File: config.mk
export PLATFORM = sky130hd
export DESIGN_NAME = list_collect
export DESIGN_NICKNAME = d
export VERILOG_FILES = /design/src/rtl/list_pkg.sv /design/src/rtl/list_fifo.sv /design/src/rtl/list_collect.sv
export SDC_FILE = /design/constraint.sdc
export NUM_CORES = 1
export LEC_CHECK = 0
export BUFFER_PORTS_ARGS = -buffer_cell sky130_fd_sc_hd__buf_2
export CAP_MARGIN = 20
export CORE_MARGIN = 4
export CORE_UTILIZATION = 46
export CTS_CLUSTER_DIAMETER = 60
export DETAILED_ROUTE_END_ITERATION = 8
export GPL_ROUTABILITY_DRIVEN = 0
export PLACE_DENSITY = 0.68
export SETUP_SLACK_MARGIN = 0.3
export SLEW_MARGIN = 40
export SYNTH_ARGS = -nofsm -noshare
export SYNTH_HDL_FRONTEND = slang
export SYNTH_SLANG_ARGS = --single-unit
File: constraint.sdc
create_clock -name CLK -period 2.6 [get_ports CLK]
set_input_delay 0.39 -clock CLK [delete_from_list [all_inputs] [get_ports CLK]]
set_output_delay 0.39 -clock CLK [all_outputs]
set_load 0.05 [all_outputs]
File: src/rtl/list_pkg.sv
// Shared types and constants for the list feeder/collector family.
package list_pkg;

   typedef enum logic [1:0] {
      ST_IDLE = 2'd0,
      ST_RUN  = 2'd1,
      ST_DONE = 2'd2
   } state_t;

   localparam int TYPE_WIDTH_DEF = 32;
   localparam int LEN_WIDTH_DEF  = 16;

   function automatic int log2_ceil(input int value);
      int r;
      r = 0;
      for (int i = 0; i < 31; i++) begin
         if ((1 << i) < value) r = i + 1;
      end
      return r;
   endfunction

endpackage

File: src/rtl/list_fifo.sv
// Small synchronous FIFO with registered storage; head reads as zero when empty.
module list_fifo
   import list_pkg::*;
#(
   parameter int TYPE_WIDTH = TYPE_WIDTH_DEF,
   parameter int DEPTH      = 4
) (
   input  logic                  CLK,
   input  logic                  RESET,
   input  logic                  i_push,
   input  logic [TYPE_WIDTH-1:0] i_data,
   input  logic                  i_pop,
   output logic [TYPE_WIDTH-1:0] o_data,
   output logic                  o_full,
   output logic                  o_empty
);

   localparam int AW = (log2_ceil(DEPTH) < 1) ? 1 : log2_ceil(DEPTH);
   localparam logic [AW:0] OCC_FULL = (AW+1)'(DEPTH);

   logic [TYPE_WIDTH-1:0] r_mem [DEPTH];
   logic [AW-1:0]         r_wr_ptr;
   logic [AW-1:0]         r_rd_ptr;
   logic [AW:0]           r_occ;
   logic                  w_wr;
   logic                  w_rd;

   assign o_full  = (r_occ == OCC_FULL);
   assign o_empty = (r_occ == '0);
   assign w_wr    = i_push && !o_full;
   assign w_rd    = i_pop && !o_empty;
   assign o_data  = o_empty ? '0 : r_mem[r_rd_ptr];

   always_ff @(posedge CLK or negedge RESET) begin
      if (!RESET) begin
         r_wr_ptr <= '0;
         r_rd_ptr <= '0;
         r_occ    <= '0;
      end else begin
         if (w_wr) r_wr_ptr <= r_wr_ptr + 1'b1;
         if (w_rd) r_rd_ptr <= r_rd_ptr + 1'b1;
         case ({w_wr, w_rd})
            2'b10:   r_occ <= r_occ + 1'b1;
            2'b01:   r_occ <= r_occ - 1'b1;
            default: r_occ <= r_occ;
         endcase
      end
   end

   // Storage carries data only, so it is left out of reset.
   always_ff @(posedge CLK) begin
      if (w_wr) r_mem[r_wr_ptr] <= i_data;
   end

endmodule

File: src/rtl/list_collect.sv
// Collects a run of IP results into a FIFO and streams them to the HP write path.
module list_collect
   import list_pkg::*;
#(
   parameter int TYPE_WIDTH = TYPE_WIDTH_DEF,
   parameter int DEPTH      = 4,
   parameter int LEN_WIDTH  = LEN_WIDTH_DEF
) (
   input  logic                  CLK,
   input  logic                  RESET,
   input  logic                  START,
   input  logic [LEN_WIDTH-1:0]  LENGTH,
   input  logic                  VALID,
   input  logic [TYPE_WIDTH-1:0] ARG_IN,
   output logic                  ACCEPT,
   output logic [TYPE_WIDTH-1:0] LIST_OUT,
   output logic                  PUSH,
   input  logic                  GRANT,
   output logic                  LAST,
   output logic                  DONE,
   output logic [LEN_WIDTH-1:0]  COUNT
);

   state_t                r_state;
   logic [LEN_WIDTH-1:0]  r_len;
   logic [LEN_WIDTH-1:0]  r_in_cnt;
   logic [LEN_WIDTH-1:0]  r_out_cnt;
   logic                  r_done;
   logic                  w_full;
   logic                  w_empty;
   logic                  w_wr;
   logic                  w_rd;
   logic                  w_last;

   list_fifo #(
      .TYPE_WIDTH (TYPE_WIDTH),
      .DEPTH      (DEPTH)
   ) u_fifo (
      .CLK     (CLK),
      .RESET   (RESET),
      .i_push  (w_wr),
      .i_data  (ARG_IN),
      .i_pop   (w_rd),
      .o_data  (LIST_OUT),
      .o_full  (w_full),
      .o_empty (w_empty)
   );

   // ACCEPT uses only registered terms so GRANT never reaches it combinationally.
   assign ACCEPT = (r_state == ST_RUN) && !w_full && (r_in_cnt != r_len);
   assign w_wr   = VALID && ACCEPT;
   assign PUSH   = !w_empty;
   assign w_rd   = PUSH && GRANT;
   assign w_last = PUSH && (r_out_cnt == r_len - 1'b1);
   assign LAST   = w_last;
   assign DONE   = r_done;
   assign COUNT  = r_out_cnt;

   always_ff @(posedge CLK or negedge RESET) begin
      if (!RESET) begin
         r_state   <= ST_IDLE;
         r_len     <= '0;
         r_in_cnt  <= '0;
         r_out_cnt <= '0;
         r_done    <= 1'b0;
      end else begin
         r_done <= 1'b0;
         if (w_wr) r_in_cnt  <= r_in_cnt + 1'b1;
         if (w_rd) r_out_cnt <= r_out_cnt + 1'b1;
         case (r_state)
            ST_IDLE: begin
               if (START) begin
                  r_len     <= LENGTH;
                  r_in_cnt  <= '0;
                  r_out_cnt <= '0;
                  if (LENGTH == '0) begin
                     r_state <= ST_DONE;
                     r_done  <= 1'b1;
                  end else begin
                     r_state <= ST_RUN;
                  end
               end
            end
            ST_RUN: begin
               if (w_rd && w_last) begin
                  r_state <= ST_DONE;
                  r_done  <= 1'b1;
               end
            end
            ST_DONE: r_state <= ST_IDLE;
            default: r_state <= ST_IDLE;
         endcase
      end
   end

endmodule

# Word level (Yosys, flattened, before mapping)
# Memory sizes are Yosys's and may differ from the RTL's.
# Cells that the tools add are included.
[word_totals] regBits=58 latchBits=0 ram_bits=128 romBits=0 inputBits=53 output_inout_bits=52 word_cells=58 mem_count=1
[op_classes] add_sub_neg=7 multipliers=0 n_div=0 magnitude_cmp=0 eq_ne=8 n_shift=0 mux=18 bitwise_logic=0 n_reduce_logical=16
[mem_list] name="u_fifo.r_mem" depth=4 word_bits=32 read_ports=1 rd_ports_with_merged_regs=0 wr=1 line_no="list_fifo.sv:21" rtl="logic [TYPE_WIDTH-1:0] r_mem [DEPTH];"
[op_table] cell="$mux 16" n=6
[op_table] cell="$add 16x1->16 const B" n=2
[op_table] cell="$mux 32" n=1
[op_table] cell="$eq 16x16->1" n=1
[op_table] cell="$logic_not 16->1" n=1
[op_table] cell="$ne 16x16->1" n=1
[op_table] cell="$sub 16x1->16 const B" n=1
[op_table] cell="$logic_and 1x1->1" n=8
[op_table] cell="$mux 2" n=3
[op_table] cell="$pmux 3 s2" n=1
[op_table] cell="$mux 1" n=5
[op_table] cell="$add 2x1->2 const B" n=2
[op_table] cell="$eq 2x1->1 const B" n=2
[op_table] cell="$pmux 2 s2" n=1
[op_table] cell="$reduce_and 2->1" n=2
[op_table] cell="$add 3x1->3 const B" n=1
[op_table] cell="$eq 3x3->1 const B" n=1
[op_table] cell="$logic_not 3->1" n=1
[op_table] cell="$sub 3x1->3 const B" n=1
[op_table] cell="$eq 2x2->1 const B" n=1
[op_table] cell="$logic_not 1->1" n=2
[op_table] cell="$logic_not 2->1" n=1
[op_table] cell="$ne 2x1->1 const B" n=1
[op_table] cell="$ne 2x2->1 const B" n=1
[op_table] cell="other kinds (2)" n=2

# Depth between registers and ports, before layout
# Gate-level depths: netlist (run 1).
[logic_depth] word_depth=8 depth_mapped=12 ltp_nobuf=10

# Modules after synthesis
# Synthesis (run 1) repeated with hierarchy kept, for this count alone.
[hier_totals] hier_cells=598 hier_area_um2=8451.9
[by_module_without_submodules] module="list_fifo" n_inst=1 cells_per_inst=241 area_each_um2=5291.3 seq_area_each_um2=4018.9
[by_module_without_submodules] module="list_collect" n_inst=1 cells_per_inst=357 area_each_um2=3160.5 seq_area_each_um2=1276.2

# Worst setup path before layout (run 1)
# No wires, ideal clock.
[synth_path] path_type="register to output" start="register r_len[0]" end="output LAST" arrival_time_ps=3001 t_required_ps=2210 path_slack_ps=-791 stages_incl_launch_ff=10 path_buffers=1 cell_sequence="dfrtp_1 > clkbuf_1 > inv_1 > ha_1 > or4b_4 > nor4b_4 > xnor2_1 > or4_1 > or2_1 > nor2_1"
[synth_via] elab_chain_len=3
[synth_lines] item="start: declaration" line_no="list_collect.sv:25" rtl="logic [LEN_WIDTH-1:0] r_len;"
[synth_lines] item="start signal: assignment" line_no="list_collect.sv:62" rtl="r_len <= '0;"
[synth_lines] item="start signal: assignment" line_no="list_collect.sv:73" rtl="r_len <= LENGTH;"
[synth_lines] item="$sub 16x1->16" line_no="list_collect.sv:54" rtl="assign w_last = PUSH && (r_out_cnt == r_len - 1'b1);"
[synth_lines] item="$eq 16x16->1" line_no="list_collect.sv:54"
[synth_lines] item="$logic_and 1x1->1" line_no="list_collect.sv:54"
[synth_lines] item="end: declaration" line_no="list_collect.sv:19" rtl="output logic LAST,"
# Every way passes these cells.

# Final worst setup path (run 1)
# Ends and elaborated chain as after synthesis.

==> results by group, run 1 <==
Status
  • Status: finished, violations left
  • Failing checks: setup timing

Setup path
  • CP max FO: 3
  • Worst reg2reg path depth: 11
  • CP Buf/Inv Count: 4
  • Cell family with most CP delay: simple AND/OR/NAND/NOR gates
  • Critical Path AT: 2.85 ns
  • Crit path cell chain: inv_4 -> ha_4 -> or4b_4 -> nor3_4 -> buf_4 -> buf_4 -> mux2i_1 -> or4_4 -> nor2_4 -> buf_6
  • CP most frequent cell: buf_4
  • Slowest stage delay, CP: around 0.56 ns
  • CP Class: flip-flop to primary output
  • Crit path depth: 10
  • CP max-delay cell: or4_4
  • Worst path required time: ~2.2 ns
  • Critical Path Start Type: flip-flop
  • Critical Path End Type: primary output

Yosys
  • Synth Instances: about 590
  • Ys async rst share: between 30% and 40%
  • Synth warn: 0
  • Syn Nets: between 600 and 700
  • EDFF count, synth: 128
  • Mapped Area: 0.00829 mm2
  • Main synth FF type: edfxtp_1
  • Sequential share of the synthesized area: between 60% and 70%
  • Avg Inst Size Synth: roughly 14 um2
  • Post-synthesis cell type count: between 50 and 60
  • FF+latch count, synth: ~190

STA
  • Clock Skews: roughly 0.014 ns
  • Slew margin rel.: 57.6%
  • Slew Viols, Final: 0
  • Smallest setup slack after layout: -0.640 ns
  • Final period util: 125%
  • Crit path time final: roughly 3.2 ns
  • Setup violators final: 4
  • Worst-margin pin slew: between 0.6 and 0.7 ns
  • Final Hold Viols: 0
  • RSZ-0062 raised after global routing: yes
  • Fmax: 309 MHz

Floorplanning
  • Top Ports: 105
  • Row count: 48
  • CORE AREA: approximately 0.017 mm2
  • Chip height: about 140 um
  • Die area: 0.0202 mm2
  • Die X: 142 um
  • Starting Density: 47.4%

Global routing
  • Number of global-route vias before repair: around 5.6k
  • Total grt overflow: 0
  • First-pass GRT wire length: roughly 30000 um
  • Met2 global-route usage: approximately a third
  • GRT met3 Usage: 4.57%
  • M1 GR Usage: roughly a quarter
  • Busiest metal layer after global routing: met2
  • Initial antenna violation count: 0
  • Largest net degree at the start of global routing: 36
  • Total track usage: about a fifth

Detailed routing
  • Residual DRC: 0
  • Total Routed Length: 19500 um
  • Vias: approximately 5.4k
  • Via/cell ratio: 5.56
  • DRC marker count from the first detailed-route iteration: 341
  • Avg WL per Cell: 19.9 um
  • Post-route ant nets: 0
  • Drt first pass iters: 5

Layout
  • Commonest non-fill, non-tap cell in the layout: edfxtp_1
  • Layout Cell Area excl Fill: approximately 0.011 mm2
  • Fillers: roughly 1.2k
  • Most frequent cells in the layout: edfxtp_1, nand2_1, buf_2
  • Ant diodes: 0
  • Final core occ: about three fifths
  • Area growth, synth to finish: 29.5%
  • Final net count: between 800 and 900
  • Layout cells sized above 1: approximately two fifths
  • Layout Cells excl Fill: just under 1k

Run
  • Max Cap Violations: 0

Placed design
  • Placed Cells: between 900 and 1k
  • Post-detail-place hpwl: between 10000 and 15000 um
  • IO Port Bufs: between 100 and 150
  • Placed Area: 0.00933 mm2

Power
  • Clk pwr share: ~18%
  • Peak VDD IR: a little over 900 uV
  • Comb pwr share: 52.8%
  • Pint: approximately 8600 uW
  • Pwr/cell area: 1330 mW/mm2
  • Sw frac: 39.6%
  • Part of the power in registers: approximately 30%
  • Psw: around 5700 uW
  • Leak: around 0.0043 uW

CTS
  • CTS sink cnt: between 150 and 200
  • Clk buf depth: 2
  • Worst-Skew Late Latency: roughly 0.43 ns
  • Clock-pin slew on the worst setup and hold paths: around 0.07 ns
  • Root buffer cell: clkbuf_16
  • CTS tree: built
  • H-tree levels: 4
  • Total clock buffers created by CTS: 17

Worst hold path
  • Hold Crit Depth: 1
  • Hold crit path type: primary input to flip-flop
[kinds of logic after synthesis]
logic type,share of synthesized area (%)
AND/OR/NAND/NOR,13.3
XOR/XNOR,5.71
multiplexers,9.69
adder cells (fa/ha/maj),1.45
flip-flops,63.9
buffers and inverters,2.04
AO/OA/AOI/OAI,3.91
[final cells by class]
| class | count | area, um2 | share of cell area (%) |
|---|---|---|---|
| flip-flops and latches | 186 | 5300 | 49.4 |
| multi-input cells | 365 | 3110 | 28.9 |
| repair buffers | 157 | 1420 | 13.2 |
| clock buffers | 18 | 429 | 4.00 |
| well taps | 225 | 282 | 2.62 |
| clock inverters | 14 | 150 | 1.40 |
| inverters | 12 | 47.5 | 0.443 |
[stage by stage]
| stage | power (uW) | setup slack (ns) | hold WS, ns | setup TNS (ns) |
|---|---|---|---|---|
| after floorplan | 8410 | -0.256 | 0.0944 | -0.256 |
| after global placement | 9780 | -0.295 | 0.472 | -0.335 |
| after detailed placement | 9940 | -0.347 | 0.479 | -0.584 |
| after CTS | 14000 | -0.657 | 0.0647 | -0.986 |
| after global routing | 15000 | -0.709 | 0.160 | -1.44 |
| final | 14300 | -0.640 | 0.168 | -1.20 |
[registers in the layout, summed over array words and instances (netlist names)]
register	cells
COUNT	16
DONE	1
r_in_cnt	16
r_len	16
r_state	2
u_fifo.r_mem	128
u_fifo.r_occ	3
u_fifo.r_rd_ptr	2
u_fifo.r_wr_ptr	2
[path summary, 6_finish.rpt]
kind / slack (ns) / start / end
worst max-delay path: -0.64 / r_len[0] / LAST
worst min-delay path: 0.17 / ARG_IN[15] / u_fifo.r_mem[3][15]
worst max register to register: -0.23 / r_len[0] / DONE
worst min register to register: 0.51 / u_fifo.r_occ[2] / u_fifo.r_occ[2]
max in group asynchronous: 1.47 / RESET / r_len[9]
min in group asynchronous: 0.46 / RESET / COUNT[5]
[what timing repair did]
item / CTS / global route
pin swaps: 13 / 10
gates resized for setup: 138 / 31
endpoints found under the hold margin: 0 / 32
setup endpoints to repair: 39 / 173
gates cloned: 3 / 4
hold buffers: 0 / 1
buffers inserted: 12 / 4
[power groups by stage]
stage / Clock (uW) / Combinational [uW] / Sequential (uW)
final: 2500 / 7560 / 4250
after global routing: 2690 / 7970 / 4310
after CTS: 2550 / 7200 / 4250
after detailed placement: 0 / 5600 / 4340
after global placement: 0 / 5490 / 4290
after floorplan: 0 / 4110 / 4300
[metal layers]
layer | wire length (um) | vias to the layer above
met4 | 227 | 0
met1 | 7960 | 2763
met3 | 1140 | 15
li1 | - | 2493
met2 | 10100 | 159
met5 | 0 | -
[Yosys cell counts (all sizes together) (7+ instances only)]
library cell / instances / area share (%)
a21oi: 15 / 0.91
and2: 36 / 2.7
and3: 8 / 0.60
buf: 9 / 0.54
clkbuf: 21 / 0.95
dfrtp: 58 / 18
edfxtp: 128 / 46
ha: 8 / 1.2
inv: 12 / 0.54
mux4: 32 / 8.7
nand2: 69 / 3.1
nand3: 9 / 0.54
nand4: 10 / 0.75
nor2: 27 / 1.2
nor4: 10 / 0.75
o21ai: 15 / 0.91
o31ai: 7 / 0.63
or3: 9 / 0.68
or4: 9 / 0.86
xnor2: 17 / 1.8
xor2: 37 / 3.9
Power figures use the tool's default switching activity.
==> inputs of run 2 (changes only) <==
SYNTH_HIERARCHICAL = 1   (was default)
==> results by group, run 2 <==
Status
  • Status: finished, violations left
  • Failing checks: setup timing

STA
  • Final Hold Viols: 0
  • Worst-margin pin slew: ~0.74 ns
  • Crit path time final: 3.17 ns
  • Setup tns final: -0.568 ns
  • Slew Viols, Final: 0
  • Fmax: around 320 MHz
  • Slew margin rel.: 50.7%
  • Clock Skews: ~0.012 ns
  • Smallest setup slack after layout: -0.568 ns
  • Final period util: 122%
  • Setup violators final: 1
  • RSZ-0062 raised after global routing: yes

Layout
  • Final net count: 829
  • Flip-flop and latch area: 0.00530 mm2
  • Layout Cell Area excl Fill: about 0.011 mm2
  • Fillers: around 1.3k
  • Layout cells sized above 1: 40.6%
  • Max reg flops: approximately 130
  • Area of the multi-input gates: ~0.0033 mm2
  • Most frequent cells in the layout: edfxtp_1, buf_2, nand2_1
  • Final core occ: a little over 60%
  • Commonest non-fill, non-tap cell in the layout: edfxtp_1
  • Top reg by flops: u_fifo/r_mem
  • Area growth, synth to finish: 32.2%

Floorplanning
  • Die area: a little over 0.02 mm2
  • Starting Density: 46.9%
  • Chip height: approximately 140 um
  • Die X: around 140 um
  • CORE AREA: ~0.018 mm2
  • Top Ports: 105
  • Row count: 49

Global routing
  • First-pass GRT wire length: between 30000 and 40000 um
  • Total grt overflow: 0
  • Number of global-route vias before repair: 5974
  • Largest net degree at the start of global routing: 42
  • Total track usage: roughly 21%
  • Initial antenna violation count: 3

Yosys
  • Mapped Area: 0.00845 mm2
  • Main synth FF type: edfxtp_1
  • Post-synthesis cell type count: 56
  • EDFF count, synth: 128
  • FF+latch count, synth: ~190
  • Combinational family with the most area after synthesis: simple AND/OR/NAND/NOR gates
  • Synth top area cells: edfxtp_1, dfrtp_1, mux4_2
  • Avg Inst Size Synth: 14.1 um2
  • Synth warn: 6
  • Synth cell count leaders: edfxtp_1, dfrtp_1, nand2_1, nor2b_1, mux4_2
  • Synth Instances: 598
  • Synth area leader: edfxtp_1
  • Post-synthesis adder-cell area fraction: under 10%
  • Complex-gate fraction of the synthesized area: approximately 4.1%
  • Ys async rst share: 31.2%
  • Post-synthesis mux area share: under 10%
  • Synth Area in Simple Gates: 14.1%
  • Sequential share of the synthesized area: 62.6%
  • Top-area cell type share of the netlist area: between 40% and 50%
  • Syn Nets: between 600 and 700
  • Synth Area in XOR/XNOR: roughly 6%
  • Top-count cell post-synth: edfxtp_1

Detailed routing
  • Avg WL per Cell: around 20 um
  • DRC marker count from the first detailed-route iteration: just over 300
  • Via/cell ratio: roughly 5.5
  • Total Routed Length: around 20000 um
  • Post-route ant nets: 0
  • Residual DRC: 0
  • Drt first pass iters: 4
  • Vias: ~5.5k

Power
  • Peak VDD IR: around 1100 uV
  • Psw: around 6000 uW
  • Part of the power in registers: ~28%
  • Leak: between 0.004 and 0.005 uW
  • Comb pwr share: 53.2%
  • Clk pwr share: between 10% and 20%
  • Pint: ~9000 uW
  • Pwr/cell area: roughly 1400 mW/mm2
  • Sw frac: 39.2%

Setup path
  • CP max FO: 4
  • Critical Path Start Type: flip-flop
  • Critical Path AT: approximately 2.8 ns
  • Critical Path End Type: primary output
  • Worst path required time: 2.21 ns
  • CP Class: flip-flop to primary output
  • Worst reg2reg path depth: 14

CTS
  • CTS sink cnt: roughly 190
  • Total clock buffers created by CTS: 17
  • Root buffer cell: clkbuf_16
  • H-tree levels: 4
  • Clk buf depth: 2
  • CTS tree: built
  • Clock-pin slew on the worst setup and hold paths: 0.08 ns
  • Worst-Skew Late Latency: between 0.4 and 0.5 ns

Worst hold path
  • Hold Crit Depth: 3
  • Hold crit path type: primary input to flip-flop

Placed design
  • IO Port Bufs: 104
  • Placed Area: about 0.0095 mm2
  • Post-detail-place hpwl: 12300 um
  • Placement Setup Slack: -0.253 ns

Run
  • Max Cap Violations: 0
==> run 2: cell count changes in the layout (fill, tap and decap cells not counted), moves of 7 or more <==
cell and delta:
buf_4 +16, and2_4 -22, xnor2_1 +12, and3_4 -8
xor2_1 -12, nand2_1 -13, buf_6 +7, nor2b_4 +29
==> run 2: final cells by class <==
cell class	instances	area share (%)
timing repair buffer	175	13.9
inverter	12	0.403
multi-input combinational	375	29.8
tap	229	2.56
clock inverter	15	2.10
clock buffer	17	3.81
antenna	2	0.0448
sequential	186	47.4
==> run 2: kinds of logic after synthesis <==
kind of cell | Yosys count
AOI/OAI and AO/OA | 50
xor gates and xnor gates | 58
adders and majority gates | 9
buffers and inverters | 42
DFF | 186
muxes | 36
and+or+nand+nor | 217
==> run 2: through the flow <==
stage | std cells | hold slack (ns) | power (uW)
floorplan | 598 | 0.0944 | 8640
global placement | 951 | 0.527 | 10200
detailed placement | 951 | 0.419 | 10300
CTS | 1000 | 0.153 | 14900
global route | 1011 | 0.155 | 15900
finish | 1011 | 0.169 | 15200
==> run 2: path summary, 6_finish.rpt <==
| check | from | endpoint | slack (ns) |
|---|---|---|---|
| min in group asynchronous | RESET | r_in_cnt[15] | 0.48 |
| worst max register to register | r_len[13] | u_fifo/r_occ[2] | 0.08 |
| worst min-delay path | LENGTH[13] | r_len[13] | 0.17 |
| worst max-delay path | r_len[5] | LAST | -0.57 |
| worst min register to register | u_fifo/r_occ[2] | u_fifo/r_occ[2] | 0.52 |
| max in group asynchronous | RESET | r_len[6] | 1.50 |
==> run 2: repair_timing <==
item                                    4_1_cts  5_1_grt
endpoints found under the setup margin      166      171
hold buffers                                  1        0
gates cloned                                  7        2
buffers inserted                              9        7
pin swaps                                    14        5
gates resized for setup                     172       31
hold endpoints to repair                     39        0
==> run 2: power by group through the flow <==
stage                     clock (uW)  sequential (uW)  combinational (uW)
after floorplan                    0             4340                4300
after global placement             0             4230                5920
after detailed placement           0             4280                5980
after CTS                       2900             4230                7790
after global routing            3060             4300                8570
final                           2870             4240                8080
==> run 2: critical path, cell delays in order, from the launching register on <==
cell	delay [ns]
dfrtp_1	0.38
or4_4	0.56
or4_4	0.52
a211oi_4	0.18
o221ai_2	0.14
nor3_2	0.25
and2_4	0.19
buf_8	0.14
==> run 2: layer usage <==
layer | global-route usage (%) | part of all wire [%] | wire, um
met1 | 26.3 | 41 | 8230
met2 | 35.1 | 52 | 10500
met3 | 5.19 | 6.0 | 1220
met4 | 6.00 | 1.6 | 328
met5 | 0 | 0.064 | 13
